### src/rtl/lcd_status_reader_pkg.sv
// Shared definitions for the LCD status/data read path.
// Holds the FSM state encodings, the default LCD read-cycle timing
// (in 50 MHz clocks), the RS codes and small state-decode helpers.
package lcd_status_reader_pkg;

  // Default timing, in clk cycles at 50 MHz.
  localparam int LCD_TAS       = 2;   // RS/RW stable to E rising
  localparam int LCD_PW_EH     = 12;  // E high width per nibble
  localparam int LCD_TCYCE_LOW = 38;  // E low time after each nibble

  localparam logic LCD_RS_STATUS = 1'b0;
  localparam logic LCD_RS_DATA   = 1'b1;

  typedef logic [3:0] lcdState_t;

  localparam lcdState_t ST_IDLE    = 4'd0;
  localparam lcdState_t ST_RELEASE = 4'd1;
  localparam lcdState_t ST_SETUP   = 4'd2;
  localparam lcdState_t ST_EHI_H   = 4'd3;
  localparam lcdState_t ST_ELO_H   = 4'd4;
  localparam lcdState_t ST_EHI_L   = 4'd5;
  localparam lcdState_t ST_ELO_L   = 4'd6;
  localparam lcdState_t ST_RESTORE = 4'd7;
  localparam lcdState_t ST_DONE    = 4'd8;

  // E is only ever high while a nibble strobe is in progress.
  function automatic logic isEHigh(input lcdState_t s);
    return (s == ST_EHI_H) || (s == ST_EHI_L);
  endfunction

  // The LCD may drive SF_DATA only while RW=1: SETUP through ELO_L.
  function automatic logic isReadActive(input lcdState_t s);
    return (s == ST_SETUP) || (s == ST_EHI_H) || (s == ST_ELO_H) ||
           (s == ST_EHI_L) || (s == ST_ELO_L);
  endfunction

  // RS is held from SETUP through RESTORE so it never changes under RW=1.
  function automatic logic isRsWindow(input lcdState_t s);
    return isReadActive(s) || (s == ST_RESTORE);
  endfunction

  // FPGA drivers stay off one cycle either side of the RW=1 window.
  function automatic logic isBusOwned(input lcdState_t s);
    return (s == ST_RELEASE) || isRsWindow(s);
  endfunction

endpackage

### src/rtl/lcd_status_reader_if.sv
// Request/response and LCD pad signals of the status reader.
//   iReq, iRS       : read request and register select (from MiniAlu side)
//   iLCD_DATA[3:0]  : SF_DATA[3:0] from the pad input buffer
//   oLCD_E/RS/RW    : LCD control pins
//   oBusRelease     : 1 = tristate the FPGA drivers on SF_DATA
//   oBusy, oValid, oData[7:0]  : transaction status and result byte
//   oBusyFlag, oAddress[6:0]   : fields of the last status read
// slave  : the reader itself.
// master : the requester / pad side.
interface lcd_status_reader_if;
  logic       iReq;
  logic       iRS;
  logic [3:0] iLCD_DATA;
  logic       oLCD_E;
  logic       oLCD_RS;
  logic       oLCD_RW;
  logic       oBusRelease;
  logic       oBusy;
  logic       oValid;
  logic [7:0] oData;
  logic       oBusyFlag;
  logic [6:0] oAddress;

  modport slave (
    input  iReq, iRS, iLCD_DATA,
    output oLCD_E, oLCD_RS, oLCD_RW, oBusRelease,
    output oBusy, oValid, oData, oBusyFlag, oAddress
  );

  modport master (
    output iReq, iRS, iLCD_DATA,
    input  oLCD_E, oLCD_RS, oLCD_RW, oBusRelease,
    input  oBusy, oValid, oData, oBusyFlag, oAddress
  );
endinterface

### src/rtl/lcd_status_reader_phase_timer.sv
// Phase timer for the LCD read FSM: loadable down-counter that stops at 0.
//   Clock, Reset : system clock, asynchronous active-high reset
//   iLoad        : load iLoadValue (takes priority over counting)
//   iEnable      : decrement while non-zero
//   iLoadValue   : phase length minus one
//   oZero        : counter is at 0 (last cycle of the current phase)
module lcd_phase_timer #(
  parameter int CNT_W = 6
) (
  input  logic             Clock,
  input  logic             Reset,
  input  logic             iLoad,
  input  logic             iEnable,
  input  logic [CNT_W-1:0] iLoadValue,
  output logic             oZero
);

  logic [CNT_W-1:0] count;

  always_ff @(posedge Clock or posedge Reset) begin
    if (Reset) begin
      count <= '0;
    end else if (iLoad) begin
      count <= iLoadValue;
    end else if (iEnable && (count != '0)) begin
      count <= count - 1'b1;
    end
  end

  assign oZero = (count == '0);

endmodule

### src/rtl/lcd_status_reader.sv
// LCD read controller for the Spartan-3E 4-bit character LCD bus.
// Runs one HD44780 read cycle (two nibble strobes, RW=1) to fetch either
// the busy flag + address counter (RS=0) or one RAM byte (RS=1), and hands
// the assembled byte back through a req/valid handshake.
//   Clock, Reset : 50 MHz system clock, asynchronous active-high reset
//   bus          : lcd_status_reader_if.slave (request, LCD pins, result)
//
// state    | meaning
// ---------+------------------------------------------------------------
// IDLE     | waiting for iReq; bus not owned
// RELEASE  | FPGA drivers off, RW still 0 (1 cycle)
// SETUP    | RW=1, RS valid, E low (SETUP_CYCLES)
// EHI_H    | E high, high nibble sampled on last cycle (E_HIGH_CYCLES)
// ELO_H    | E low after high nibble (E_LOW_CYCLES)
// EHI_L    | E high, low nibble sampled on last cycle (E_HIGH_CYCLES)
// ELO_L    | E low after low nibble (E_LOW_CYCLES)
// RESTORE  | RW back to 0, drivers still off (1 cycle)
// DONE     | bus returned, oValid pulse, result registers updated (1 cycle)
module lcd_status_reader
  import lcd_status_reader_pkg::*;
#(
  parameter int SETUP_CYCLES  = LCD_TAS,
  parameter int E_HIGH_CYCLES = LCD_PW_EH,
  parameter int E_LOW_CYCLES  = LCD_TCYCE_LOW,
  parameter int CNT_W         = 6
) (
  input  logic Clock,
  input  logic Reset,
  lcd_status_reader_if.slave bus
);

  localparam int MAX_PHASE =
    (SETUP_CYCLES > E_HIGH_CYCLES)
      ? ((SETUP_CYCLES > E_LOW_CYCLES) ? SETUP_CYCLES : E_LOW_CYCLES)
      : ((E_HIGH_CYCLES > E_LOW_CYCLES) ? E_HIGH_CYCLES : E_LOW_CYCLES);

  if ((SETUP_CYCLES < 1) || (E_HIGH_CYCLES < 1) || (E_LOW_CYCLES < 1)) begin : gBadPhase
    $error("lcd_status_reader: phase lengths must be at least 1 cycle");
  end
  if ((CNT_W < 1) || ((MAX_PHASE - 1) >= (1 << CNT_W))) begin : gBadCntW
    $error("lcd_status_reader: CNT_W too narrow for the longest phase");
  end

  localparam logic [CNT_W-1:0] LD_SETUP = CNT_W'(SETUP_CYCLES - 1);
  localparam logic [CNT_W-1:0] LD_EHIGH = CNT_W'(E_HIGH_CYCLES - 1);
  localparam logic [CNT_W-1:0] LD_ELOW  = CNT_W'(E_LOW_CYCLES - 1);

  lcdState_t        state;
  lcdState_t        nextState;
  logic             timerZero;
  logic             timerLoad;
  logic [CNT_W-1:0] timerLoadValue;
  logic             rsLatched;
  logic [3:0]       hiNib;
  logic [3:0]       loNib;

  // Single-cycle states (RELEASE, RESTORE, DONE, IDLE) load 0.
  function automatic logic [CNT_W-1:0] phaseLoad(input lcdState_t s);
    case (s)
      ST_SETUP:            return LD_SETUP;
      ST_EHI_H, ST_EHI_L:  return LD_EHIGH;
      ST_ELO_H, ST_ELO_L:  return LD_ELOW;
      default:             return '0;
    endcase
  endfunction

  always_comb begin
    nextState = state;
    case (state)
      ST_IDLE:    if (bus.iReq) nextState = ST_RELEASE;
      ST_RELEASE: if (timerZero) nextState = ST_SETUP;
      ST_SETUP:   if (timerZero) nextState = ST_EHI_H;
      ST_EHI_H:   if (timerZero) nextState = ST_ELO_H;
      ST_ELO_H:   if (timerZero) nextState = ST_EHI_L;
      ST_EHI_L:   if (timerZero) nextState = ST_ELO_L;
      ST_ELO_L:   if (timerZero) nextState = ST_RESTORE;
      ST_RESTORE: if (timerZero) nextState = ST_DONE;
      ST_DONE:    nextState = ST_IDLE;
      default:    nextState = ST_IDLE;
    endcase
  end

  // Reload on every state entry so each phase starts from its full length.
  assign timerLoad      = (nextState != state);
  assign timerLoadValue = phaseLoad(nextState);

  lcd_phase_timer #(
    .CNT_W (CNT_W)
  ) uPhaseTimer (
    .Clock      (Clock),
    .Reset      (Reset),
    .iLoad      (timerLoad),
    .iEnable    (1'b1),
    .iLoadValue (timerLoadValue),
    .oZero      (timerZero)
  );

  // Pin and handshake outputs are registered from nextState so they are
  // glitch-free and change on the same edge as the state itself.
  always_ff @(posedge Clock or posedge Reset) begin
    if (Reset) begin
      state           <= ST_IDLE;
      rsLatched       <= LCD_RS_STATUS;
      hiNib           <= '0;
      loNib           <= '0;
      bus.oLCD_E      <= 1'b0;
      bus.oLCD_RS     <= 1'b0;
      bus.oLCD_RW     <= 1'b0;
      bus.oBusRelease <= 1'b0;
      bus.oBusy       <= 1'b0;
      bus.oValid      <= 1'b0;
      bus.oData       <= '0;
      bus.oBusyFlag   <= 1'b1;  // assume busy until a status read says otherwise
      bus.oAddress    <= '0;
    end else begin
      state <= nextState;

      if ((state == ST_IDLE) && bus.iReq) begin
        rsLatched <= bus.iRS;
      end
      // Sample at the end of the last E-high cycle, after tDDR has elapsed.
      if ((state == ST_EHI_H) && timerZero) begin
        hiNib <= bus.iLCD_DATA;
      end
      if ((state == ST_EHI_L) && timerZero) begin
        loNib <= bus.iLCD_DATA;
      end

      bus.oLCD_E      <= isEHigh(nextState);
      bus.oLCD_RW     <= isReadActive(nextState);
      bus.oLCD_RS     <= isRsWindow(nextState) ? rsLatched : 1'b0;
      bus.oBusRelease <= isBusOwned(nextState);
      bus.oBusy       <= (nextState != ST_IDLE);
      bus.oValid      <= (nextState == ST_DONE);

      if ((nextState == ST_DONE) && (state != ST_DONE)) begin
        bus.oData <= {hiNib, loNib};
        if (rsLatched == LCD_RS_STATUS) begin
          bus.oBusyFlag <= hiNib[3];
          bus.oAddress  <= {hiNib[2:0], loNib};
        end
      end
    end
  end

endmodule
### src/flat_wrapper.sv
// flat-port wrapper written by rule: the top's interface ports become plain ports
module lcd_status_reader_flat import lcd_status_reader_pkg::*;
#(
  parameter int SETUP_CYCLES  = LCD_TAS,
  parameter int E_HIGH_CYCLES = LCD_PW_EH,
  parameter int E_LOW_CYCLES  = LCD_TCYCE_LOW,
  parameter int CNT_W         = 6
)
  (Clock, Reset, bus_iReq, bus_iRS, bus_iLCD_DATA, bus_oLCD_E, bus_oLCD_RS, bus_oLCD_RW, bus_oBusRelease, bus_oBusy, bus_oValid, bus_oData, bus_oBusyFlag, bus_oAddress);
  lcd_status_reader_if bus_i ();
  input  logic Clock;
  input  logic Reset;
  input wire logic [$bits(bus_i.iReq)-1:0] bus_iReq;
  input wire logic [$bits(bus_i.iRS)-1:0] bus_iRS;
  input wire logic [$bits(bus_i.iLCD_DATA)-1:0] bus_iLCD_DATA;
  output wire logic [$bits(bus_i.oLCD_E)-1:0] bus_oLCD_E;
  output wire logic [$bits(bus_i.oLCD_RS)-1:0] bus_oLCD_RS;
  output wire logic [$bits(bus_i.oLCD_RW)-1:0] bus_oLCD_RW;
  output wire logic [$bits(bus_i.oBusRelease)-1:0] bus_oBusRelease;
  output wire logic [$bits(bus_i.oBusy)-1:0] bus_oBusy;
  output wire logic [$bits(bus_i.oValid)-1:0] bus_oValid;
  output wire logic [$bits(bus_i.oData)-1:0] bus_oData;
  output wire logic [$bits(bus_i.oBusyFlag)-1:0] bus_oBusyFlag;
  output wire logic [$bits(bus_i.oAddress)-1:0] bus_oAddress;
  assign bus_i.iReq = bus_iReq;
  assign bus_i.iRS = bus_iRS;
  assign bus_i.iLCD_DATA = bus_iLCD_DATA;
  assign bus_oLCD_E = bus_i.oLCD_E;
  assign bus_oLCD_RS = bus_i.oLCD_RS;
  assign bus_oLCD_RW = bus_i.oLCD_RW;
  assign bus_oBusRelease = bus_i.oBusRelease;
  assign bus_oBusy = bus_i.oBusy;
  assign bus_oValid = bus_i.oValid;
  assign bus_oData = bus_i.oData;
  assign bus_oBusyFlag = bus_i.oBusyFlag;
  assign bus_oAddress = bus_i.oAddress;
  lcd_status_reader #(.SETUP_CYCLES(SETUP_CYCLES), .E_HIGH_CYCLES(E_HIGH_CYCLES), .E_LOW_CYCLES(E_LOW_CYCLES), .CNT_W(CNT_W)) u_core (.Clock(Clock), .Reset(Reset), .bus(bus_i));
endmodule
### config.mk
export PLATFORM = sky130hd
export DESIGN_NAME = lcd_status_reader_flat
export DESIGN_NICKNAME = d
export VERILOG_FILES = /design/src/rtl/lcd_status_reader_pkg.sv /design/src/rtl/lcd_status_reader_if.sv /design/src/rtl/lcd_status_reader_phase_timer.sv /design/src/rtl/lcd_status_reader.sv /design/src/flat_wrapper.sv
export SDC_FILE = /design/constraint.sdc
export NUM_CORES = 1
export LEC_CHECK = 0
export CORE_UTILIZATION = 45
export CTS_BUF_LIST = sky130_fd_sc_hd__clkbuf_8
export CTS_CLUSTER_DIAMETER = 200
export DETAILED_ROUTE_END_ITERATION = 6
export PLACE_DENSITY = 0.69
export SETUP_SLACK_MARGIN = 0.4
export SLEW_MARGIN = 10
export SYNTH_ARGS = -nofsm -noshare
export SYNTH_HDL_FRONTEND = slang
export SYNTH_SLANG_ARGS = --single-unit
export TNS_END_PERCENT = 10
### constraint.sdc
create_clock -name Clock -period 3.2 [get_ports Clock]
set_input_delay 0.32 -clock Clock [delete_from_list [all_inputs] [get_ports Clock]]
set_output_delay 0.32 -clock Clock [all_outputs]
set_load 0.02 [all_outputs]
### Word level (Yosys, flattened, before mapping)

Index checks and enable logic that the tools add are counted.

| word-level totals | value |
|---|---|
| register bits after elaboration | 41 |
| bits in writable memories | 0 |
| output and inout bits | 22 |
| latch bits | 0 |
| memories kept | 0 |
| ROM bits | 0 |
| input port bits | 8 |
| word-level logic and storage cells | 65 |

| operators by class | value |
|---|---|
| equal/unequal tests | 17 |
| $lt $le $gt $ge | 0 |
| $mul | 0 |
| add/sub/neg operators | 1 |
| shift-type cells | 0 |
| div/mod/pow operators | 0 |
| muxes and demuxes | 13 |
| reductions and logical operators | 19 |
| bitwise gates (word level) | 1 |

Operator list:

| kind | number |
|---|---|
| equality test 4 x 3 -> 1 bit, second input constant | 8 |
| 2-to-1 mux 4 bit | 8 |
| one-hot mux 4 bit (8 select lines) | 1 |
| one-hot mux 6 bit (3 select lines) | 1 |
| equality test 4 x 2 -> 1 bit, second input constant | 4 |
| 2-to-1 mux 6 bit | 2 |
| equality test 4 x 1 -> 1 bit, second input constant | 2 |
| logical OR 1 bit | 7 |
| logical NOT 6 bit | 1 |
| nonzero test 6 bit | 1 |
| subtractor 6 x 1 -> 6 bit, second input constant | 1 |
| equality test 4 bit, second input constant | 1 |
| logical AND 1 bit | 4 |
| logical NOT 4 bit | 1 |
| inequality test 4 bit | 1 |
| inequality test 4 bit, second input constant | 1 |
| nonzero test 4 bit | 1 |
| OR reduction 2 bit | 2 |
| AND reduction 2 bit | 1 |
| nonzero test 2 bit | 1 |
| 2-to-1 mux 1 bit | 1 |
| inverter 1 bit | 1 |

### Depth between registers and ports, before layout

Gate-level depths: netlist (run 1).

| depth | value |
|---|---|
| depth after elaboration | 10 |
| gate-level depth with buffers | 7 |
| depth with buffers taken out | 6 |

### Hierarchy

A second synthesis (run 1) with hierarchy kept.

| unflattened totals | value |
|---|---|
| cell total of the unflattened synthesis | 158 |
| area total of the unflattened synthesis | 1,925.6 µm² |

By module, submodules not included:

| module | seq. area each (µm²) | times used | area each (µm²) | cells each |
|---|---|---|---|---|
| lcd_status_reader | 877.1 | 1 | 1,498.9 | 109 |
| lcd_phase_timer | 150.1 | 1 | 426.7 | 49 |

### Worst setup path before layout (run 1)

Ideal clock, no wire load.

| timing | value |
|---|---|
| kind | register -> register |
| start | register u_core.uPhaseTimer.count[0] |
| end | register u_core.bus.oAddress[0] |
| slack | 1.068 ns |
| period minus slack after synthesis | 2.132 ns |
| data arrival time | 2.007 ns |
| data required time | 3.075 ns |
| library setup time | 0.125 ns |
| cell stages (with the launch flop) | 8 |
| buffers on the path | 1 |
| cells stage by stage | dfrtp_1 inv_1 ha_1 nor4b_4 nand3_4 or4_4 buf_6 mux2_4 |

| on the way | value |
|---|---|
| cells in the longest elaborated chain, start to end | 6 |
| elaborated cells between the ends (all ways) | 12 |
| those cells by class | eq/ne: 1; mux: 8; reduce/logical: 3 |

RTL lines:

| element | line | text |
|---|---|---|
| start: declaration | lcd_status_reader_phase_timer.sv:18 | `logic [CNT_W-1:0] count;` |
| start signal: assignment | lcd_status_reader_phase_timer.sv:24 | `count <= iLoadValue;` |
| start signal: assignment | lcd_status_reader_phase_timer.sv:26 | `count <= count - 1'b1;` |
| logical NOT 6 bit * | lcd_status_reader_phase_timer.sv:30 | `assign oZero = (count == '0);` |
| 2-to-1 mux 4 bit, or another cell as far along | lcd_status_reader.sv:77 | `ST_RESTORE: if (timerZero) nextState = ST_DONE;` |
| one-hot mux 4 bit (8 select lines) * | lcd_status_reader.sv:69 | `case (state)` |
| equality test 4 bit * | lcd_status_reader.sv:136 | `if ((nextState == ST_DONE) && (state != ST_DONE)) begin` |
| logical AND 1 bit * | lcd_status_reader.sv:136 |  |
| AND reduction 2 bit (no line) * | - |  |
| end signal: assignment | lcd_status_reader.sv:140 | `bus.oAddress <= {hiNib[2:0], loNib};` |
| end: declaration | lcd_status_reader_if.sv:27 | `output oBusy, oValid, oData, oBusyFlag, oAddress` |

Every way passes the cells marked *; elsewhere a longest branch is shown, timed or not.
A chain may end at the register's enable or synchronous reset.

### Worst setup path in the final report (run 1)

| timing | value |
|---|---|
| start | register u_core.uPhaseTimer.count[0] |
| end | register u_core.bus.oData[4] |

| on the way | value |
|---|---|
| cells in the longest elaborated chain, start to end | 5 |
| elaborated cells between the ends (all ways) | 11 |
| those cells by class | eq/ne: 1; mux: 8; reduce/logical: 2 |

RTL lines:

| element | line | text |
|---|---|---|
| logical NOT 6 bit * | lcd_status_reader_phase_timer.sv:30 |  |
| 2-to-1 mux 4 bit, or another cell as far along | lcd_status_reader.sv:77 |  |
| one-hot mux 4 bit (8 select lines) * | lcd_status_reader.sv:69 |  |
| via u_core.nextState[3] | lcd_status_reader.sv:49 | `lcdState_t nextState;` |
| equality test 4 bit * | lcd_status_reader.sv:136 |  |
| logical AND 1 bit * | lcd_status_reader.sv:136 |  |
| end signal: assignment | lcd_status_reader.sv:137 | `bus.oData <= {hiNib, loNib};` |
| end: declaration | lcd_status_reader_if.sv:27 |  |

Mark *: on every way through the listed nets, which the timed path passes. The rest lies on a longest branch.

==> results.cfg, run 1 <==
[outcome]
outcome = complete, no violations

[global_route]
grt_max_degree = 30
grt_pass1_wl_um = 5730
grtUsageTotal_pct = 18.0
antenna_found_initial = 0
gr-total-overflow = 0
grt_pass1_vias = 1187

[yosys]
yosysSeqAreaShare_pct = 55.3
yosys.area_share.xor_xnor_pct = 1.89
syn_inst = 145
ys_ff_latch = 41
synth-compound-area-share_pct = 7.88
syn_area_mm2 = 0.00186
synthesis.nets = 154
synthMuxAreaShare_pct = 16.8
synth_cell_type_count = 36
synth_top_family_by_area = multiplexers
syn_area_per_cell_um2 = 12.8
synthAdderAreaFrac_pct = 0.673
synth-simple-area-share_pct = 13.7
yosys_warnings = 0

[floorplanning]
io_pins = 30
num_rows = 22
initial_core_util_pct = 48.9
die_w_um = 66.3
coreArea_mm2 = 0.00380
design.die.area_mm2 = 0.00439
die_y_um = 66.3

[worst_setup_path]
regToRegStartpoint = u_core.uPhaseTimer.count[0]$_DFFE_PP0P_
critPathLaunchType = flip-flop
r2r_slack_ns = 0.77
crit_type = flip-flop to flip-flop
critPathMaxFanout = 9
endpoint_kind = flip-flop
r2r_end = u_core.bus.oData[4]$_DFFE_PP0N_
reg2reg_depth = 6
crit_required_ns = 3.38
crit_arrival_ns = 2.61

[clocking]
clockBufferDepth = 2
cts_tree = yes
post_cts_buffers = 0
path_clk_slew_ns = 0.08
clock_latency_ns = 0.29
cts_buffers = 5
root_buffer = clkbuf_8
clock_sinks = 41
hold_buffers = 0
cts.repair.resized = 0
htreeDepth = 2

[final_layout]
drive_above_1_share_pct = 24.7
syn2layout_area_growth_pct = 24.4
nets = 186
finish.instance_area_mm2 = 0.00231
fillers = 304
antenna_cells = 0

[power_and_ir_drop]
p_leak_nw = 1.02
worst_ir_drop_vdd_v = 0.000354
powerDensity_mw_per_mm2 = 452

[detailed_routing]
drt_iter0_markers = 77
firstDrtPassIters = 4
ant_nets = 0
drc = 0
vias_per_cell = 5.47
wl_per_cell_um = 14.9
vias = 1237
wl_um = 3360

[place]
placed_area_mm2 = 0.00218
gp_congestion = 0.871
io_buffers = 29
dp_hpwl_um = 2390
dpl_worst_slack_ns = 0.764

[timing]
period_share_pct = 76.0
fmax_mhz = 411
tightest_slew_ns = 1.08
whs_ns = 0.509
clock_skew_ns = 0.00567
timing.slew.headroom_pct = 27.7
hold_violations = 0
tns_ns = 0
setup_ws_ns = 0.767
period_minus_slack_ns = 2.43
finalSetupViolations = 0
final_max_slew_viol_count = 0
grt_setup_unrepaired = false

[hold_path]
holdCritStartpoint = u_core.bus.oData[7]$_DFFE_PP0N_
holdPathStages = 1
holdPathEnd = u_core.bus.oData[7]$_DFFE_PP0N_
hold_path_class = flip-flop to flip-flop

[job]
max_cap_viol_count = 0
metrics by stage:
step	power (mW)	utilization, %	instances
2_1_floorplan	0.552	-	145
3_3_place_gp	0.569	57.3	218
3_5_place_dp	0.569	57.3	218
4_1_cts	1.05	60.9	226
5_1_grt	1.08	60.9	226
6_report	1.05	60.9	226
logic make-up after synthesis:
| group | Yosys count |
|---|---|
| buffers and inverters | 13 |
| and+or+nand+nor | 40 |
| DFF | 41 |
| xor gates and xnor gates | 4 |
| muxes | 25 |
| adders and majority gates | 1 |
| AOI/OAI and AO/OA | 21 |
power breakdown:
group	switching, mW	internal, mW
registers	0.00421	0.524
clock network	0.178	0.310
logic	0.0148	0.0151
cells in the mapped netlist:
cell / number / area share [%]
dfrtp_1: 40 / 54
mux2_2: 17 / 10
nor2_1: 11 / 2.2
a21oi_1: 9 / 2.4
mux2_4: 8 / 6.5
inv_1: 7 / 1.4
nand2_1: 5 / 1.0
nor3_1: 5 / 1.3
o21ai_0: 4 / 1.1
buf_6: 3 / 1.8
clkbuf_1: 3 / 0.61
xnor2_1: 3 / 1.4
and2_1: 2 / 0.67
nand2b_1: 2 / 0.67
nand4_1: 2 / 0.67
o211ai_1: 2 / 0.81
or3_1: 2 / 0.67
or4b_2: 2 / 1.1
a21o_1: 1 / 0.40
and3_1: 1 / 0.34
and4_1: 1 / 0.47
dfstp_2: 1 / 1.4
ha_1: 1 / 0.67
nand3_1: 1 / 0.27
nand3_4: 1 / 0.94
nor3_2: 1 / 0.54
nor4b_4: 1 / 1.3
o211a_1: 1 / 0.54
o21a_1: 1 / 0.40
o21bai_1: 1 / 0.40
o311ai_4: 1 / 1.4
o31ai_1: 1 / 0.40
or4_1: 1 / 0.40
or4_2: 1 / 0.47
or4_4: 1 / 0.61
xor2_1: 1 / 0.47
state kept, by name (all words and copies together) (netlist names):
register                  cells
u_core.bus.oData              8
u_core.bus.oAddress           7
u_core.uPhaseTimer.count      6
u_core.hiNib                  4
u_core.loNib                  4
u_core.state                  4
u_core.bus.oBusRelease        1
u_core.bus.oBusy              1
u_core.bus.oBusyFlag          1
u_core.bus.oLCD_E             1
u_core.bus.oLCD_RS            1
u_core.bus.oLCD_RW            1
u_core.bus.oValid             1
u_core.rsLatched              1
layout make-up:
type                            count  area (um^2)  area share (%)
Clock buffer                        5         68.8            2.98
Clock inverter                      3         65.1            2.81
Inverter                            7         26.3            1.14
Multi-Input combinational cell     91          759            32.8
Sequential cell                    41         1030            44.4
Tap cell                           48         60.1            2.60
Timing Repair Buffer               31          305            13.2
critical path, stage by stage, from the launching register on:
cell	delay, ns
dfrtp_1	0.40
inv_1	0.08
ha_1	0.20
nor4b_4	0.41
nand3_4	0.16
nor3_2	0.64
mux2_2	0.42
metal layers:
layer | vias up | part of all wire, % | track usage, %
met2 | 40 | 50 | 29.3
met5 | - | 0 | 0
met3 | 5 | 5.0 | 6.03
met4 | 0 | 1.4 | 7.18
met1 | 617 | 44 | 21.8
li1 | 575 | - | -
worst max-delay path by stage:
| stage | startpoint | slack [ns] | to | depth (start not counted) |
|---|---|---|---|---|
| final | u_core.uPhaseTimer.count[0]$_DFFE_PP0P_ | 0.77 | u_core.bus.oData[4]$_DFFE_PP0N_ | 6 |
| after CTS | u_core.uPhaseTimer.count[0]$_DFFE_PP0P_ | 0.77 | u_core.bus.oData[4]$_DFFE_PP0N_ | 6 |
| after floorplan | u_core.uPhaseTimer.count[0]$_DFFE_PP0P_ | 1.07 | u_core.bus.oAddress[0]$_DFFE_PP0P_ | 7 |
| after global placement | u_core.uPhaseTimer.count[0]$_DFFE_PP0P_ | 0.77 | u_core.bus.oData[7]$_DFFE_PP0N_ | 6 |
| after detailed placement | u_core.uPhaseTimer.count[0]$_DFFE_PP0P_ | 0.76 | u_core.bus.oData[4]$_DFFE_PP0N_ | 6 |
| after global routing | u_core.uPhaseTimer.count[0]$_DFFE_PP0P_ | 0.67 | u_core.bus.oData[4]$_DFFE_PP0N_ | 6 |
cells in the final DEF, fill, tap and decap left out, types with 5 or more instances in the layout:
cell type / count
a21oi_1: 9
clkbuf_8: 5
clkdlybuf4s50_1: 29
dfrtp_1: 40
inv_1: 7
mux2_2: 17
mux2_4: 8
nand2_1: 5
nor2_1: 11
nor3_1: 5
Power figures use the tool's default switching activity.
==> run 2: changes to the inputs <==
PLACE_DENSITY = 0.72   (was 0.69)
clock period = 2.1 ns   (was 3.2 ns; I/O delays follow)
==> run 2 against run 1 <==
Compared with the run above:
- flip-flop and latch count stayed put
- total power is 40% higher
- global-route usage is 2.0 points higher
- register-to-register slack worse by 0.76 ns
- sequential power is 52% higher
- core utilization is 3.8 points higher
- largest cell class unchanged
- largest power group unchanged
==> results.cfg, run 2 (synthesized netlist as in run 1, its figures left out) <==
[final_layout]
regMostFlops = u_core.bus.oData
largest_reg_flops = 8
antenna_cells = 0
layout_common_cells = dfrtp_1, clkdlybuf4s50_1, buf_4, mux2_2, nor2_1
finish.instance_area_mm2 = 0.00246
syn2layout_area_growth_pct = 32.3
nets = 204
drive_above_1_share_pct = 34.7
fillers = 280
post-route-util_pct = 64.7
final_common_cell = dfrtp_1
post_layout_nonfiller_instances = 244
reg.largest.list = u_core.bus.oData x8, u_core.bus.oAddress x7, u_core.uPhaseTimer.count x6

[detailed_routing]
firstDrtPassIters = 4
drt_iter0_markers = 56
wl_met2_um = 1900
drc = 0
vias = 1304
met3_length_um = 166
maxUsedRoutingLayer = met4
wl_um = 3800
wl_per_cell_um = 15.6
wl_met1_um = 1670
ant_nets = 0
vias_per_cell = 5.34

[timing]
whs_ns = 0.333
timing.slew.headroom_pct = 66.8
finalSetupViolations = 0
final_max_slew_viol_count = 0
grt_setup_unrepaired = true
clock_skew_ns = 0.00717
fmax_mhz = 477
period_minus_slack_ns = 2.09
period_share_pct = 99.7
tns_ns = 0
tightest_slew_ns = 0.499
hold_violations = 0

[worst_setup_path]
worstSetupEndpoint = u_core.bus.oAddress[6]$_DFFE_PP0P_
regToRegStartpoint = u_core.uPhaseTimer.count[0]$_DFFE_PP0P_
reg2reg_depth = 6
critPathMaxFanout = 8
crit_type = flip-flop to flip-flop
endpoint_kind = flip-flop
crit_required_ns = 2.28
r2r_end = u_core.bus.oAddress[6]$_DFFE_PP0P_
crit_arrival_ns = 2.27
crit_start = u_core.uPhaseTimer.count[0]$_DFFE_PP0P_
r2r_slack_ns = 0.006
critPathLaunchType = flip-flop

[global_route]
grt_pass1_wl_um = 6370
grtUsageTotal_pct = 20.0
antenna_found_initial = 0
grt_max_degree = 42
grt_pass1_vias = 1334
gr-total-overflow = 0

[floorplanning]
initial_core_util_pct = 48.9
die_w_um = 66.3
coreArea_mm2 = 0.00380
design.die.area_mm2 = 0.00439
io_pins = 30
die_y_um = 66.3
num_rows = 22

[hold_path]
hold_path_class = input port to asynchronous set/reset pin

[clocking]
root_buffer = clkbuf_8
hold_buffers = 0
path_clk_slew_ns = 0.08
cts_tree = yes
clockBufferDepth = 2
clock_sinks = 41
clock_latency_ns = 0.29
htreeDepth = 2
cts_buffers = 5

[outcome]
outcome = complete, no violations

[place]
dp_cells = 232
io_buffers = 29
placed_area_mm2 = 0.00229
dp_hpwl_um = 2650
gp_congestion = 0.862

[power_and_ir_drop]
p_leak_nw = 1.11
worst_ir_drop_vdd_v = 0.000375
powerDensity_mw_per_mm2 = 596

[job]
max_cap_viol_count = 0
## run 2: metrics by stage
step	setup slack (ns)	power, mW
finish	0.00573	1.46
global route	-0.0523	1.52
CTS	0.0463	1.48
detailed placement	-0.0444	0.867
global placement	0.0373	0.864
floorplan	-0.0303	0.841
## run 2: final cells by class
cell class | instances | area, um^2 | area share, %
sequential | 41 | 1030 | 41.8
clock inverter | 3 | 38.8 | 1.58
clock buffer | 5 | 68.8 | 2.80
tap | 48 | 60.1 | 2.44
timing repair buffer | 49 | 444 | 18.1
multi-input combinational | 91 | 792 | 32.2
inverter | 7 | 26.3 | 1.07
## run 2: where the power goes
| part | internal (mW) | switching [mW] | leakage (nW) |
|---|---|---|---|
| Clock | 0.348 | 0.267 | 0.0593 |
| Sequential | 0.799 | 0.00656 | 0.513 |
| Combinational | 0.0218 | 0.0218 | 0.534 |
## run 2: worst min-delay path by stage
stage | slack, ns | to | start
after CTS | 0.35 | u_core.uPhaseTimer.count[0]$_DFFE_PP0P_ | Reset
final | 0.33 | u_core.uPhaseTimer.count[1]$_DFFE_PP0P_ | Reset
after global routing | 0.39 | u_core.loNib[1]$_DFFE_PP0P_ | Reset
after floorplan | 0.36 | u_core.hiNib[0]$_DFFE_PP0P_ | bus_iLCD_DATA[0]
after global placement | 0.49 | u_core.bus.oData[5]$_DFFE_PP0N_ | u_core.bus.oData[5]$_DFFE_PP0N_
after detailed placement | 0.50 | u_core.bus.oAddress[3]$_DFFE_PP0P_ | u_core.bus.oAddress[3]$_DFFE_PP0P_
## run 2: worst max-delay path: stages (launching register included)
cell and delay (ns):
dfrtp_1 0.40, inv_2 0.09, ha_4 0.14, nor4b_4 0.28, nand3_4 0.13, or4_4 0.61, mux2_4 0.33
## run 2: metal layers
layer	up-vias	GRT usage, %
met1	653	24.9
met3	6	5.69
met4	0	7.18
met5	-	0
met2	38	33.0
li1	607	-
## run 2: what timing repair did
item | in CTS | in global routing
gates cloned | 0 | 0
endpoints found under the setup margin | 36 | 36
setup buffers | 2 | 2
hold endpoints to repair | 0 | 0
resized for setup | 4 | 6
pin swaps | 2 | 10
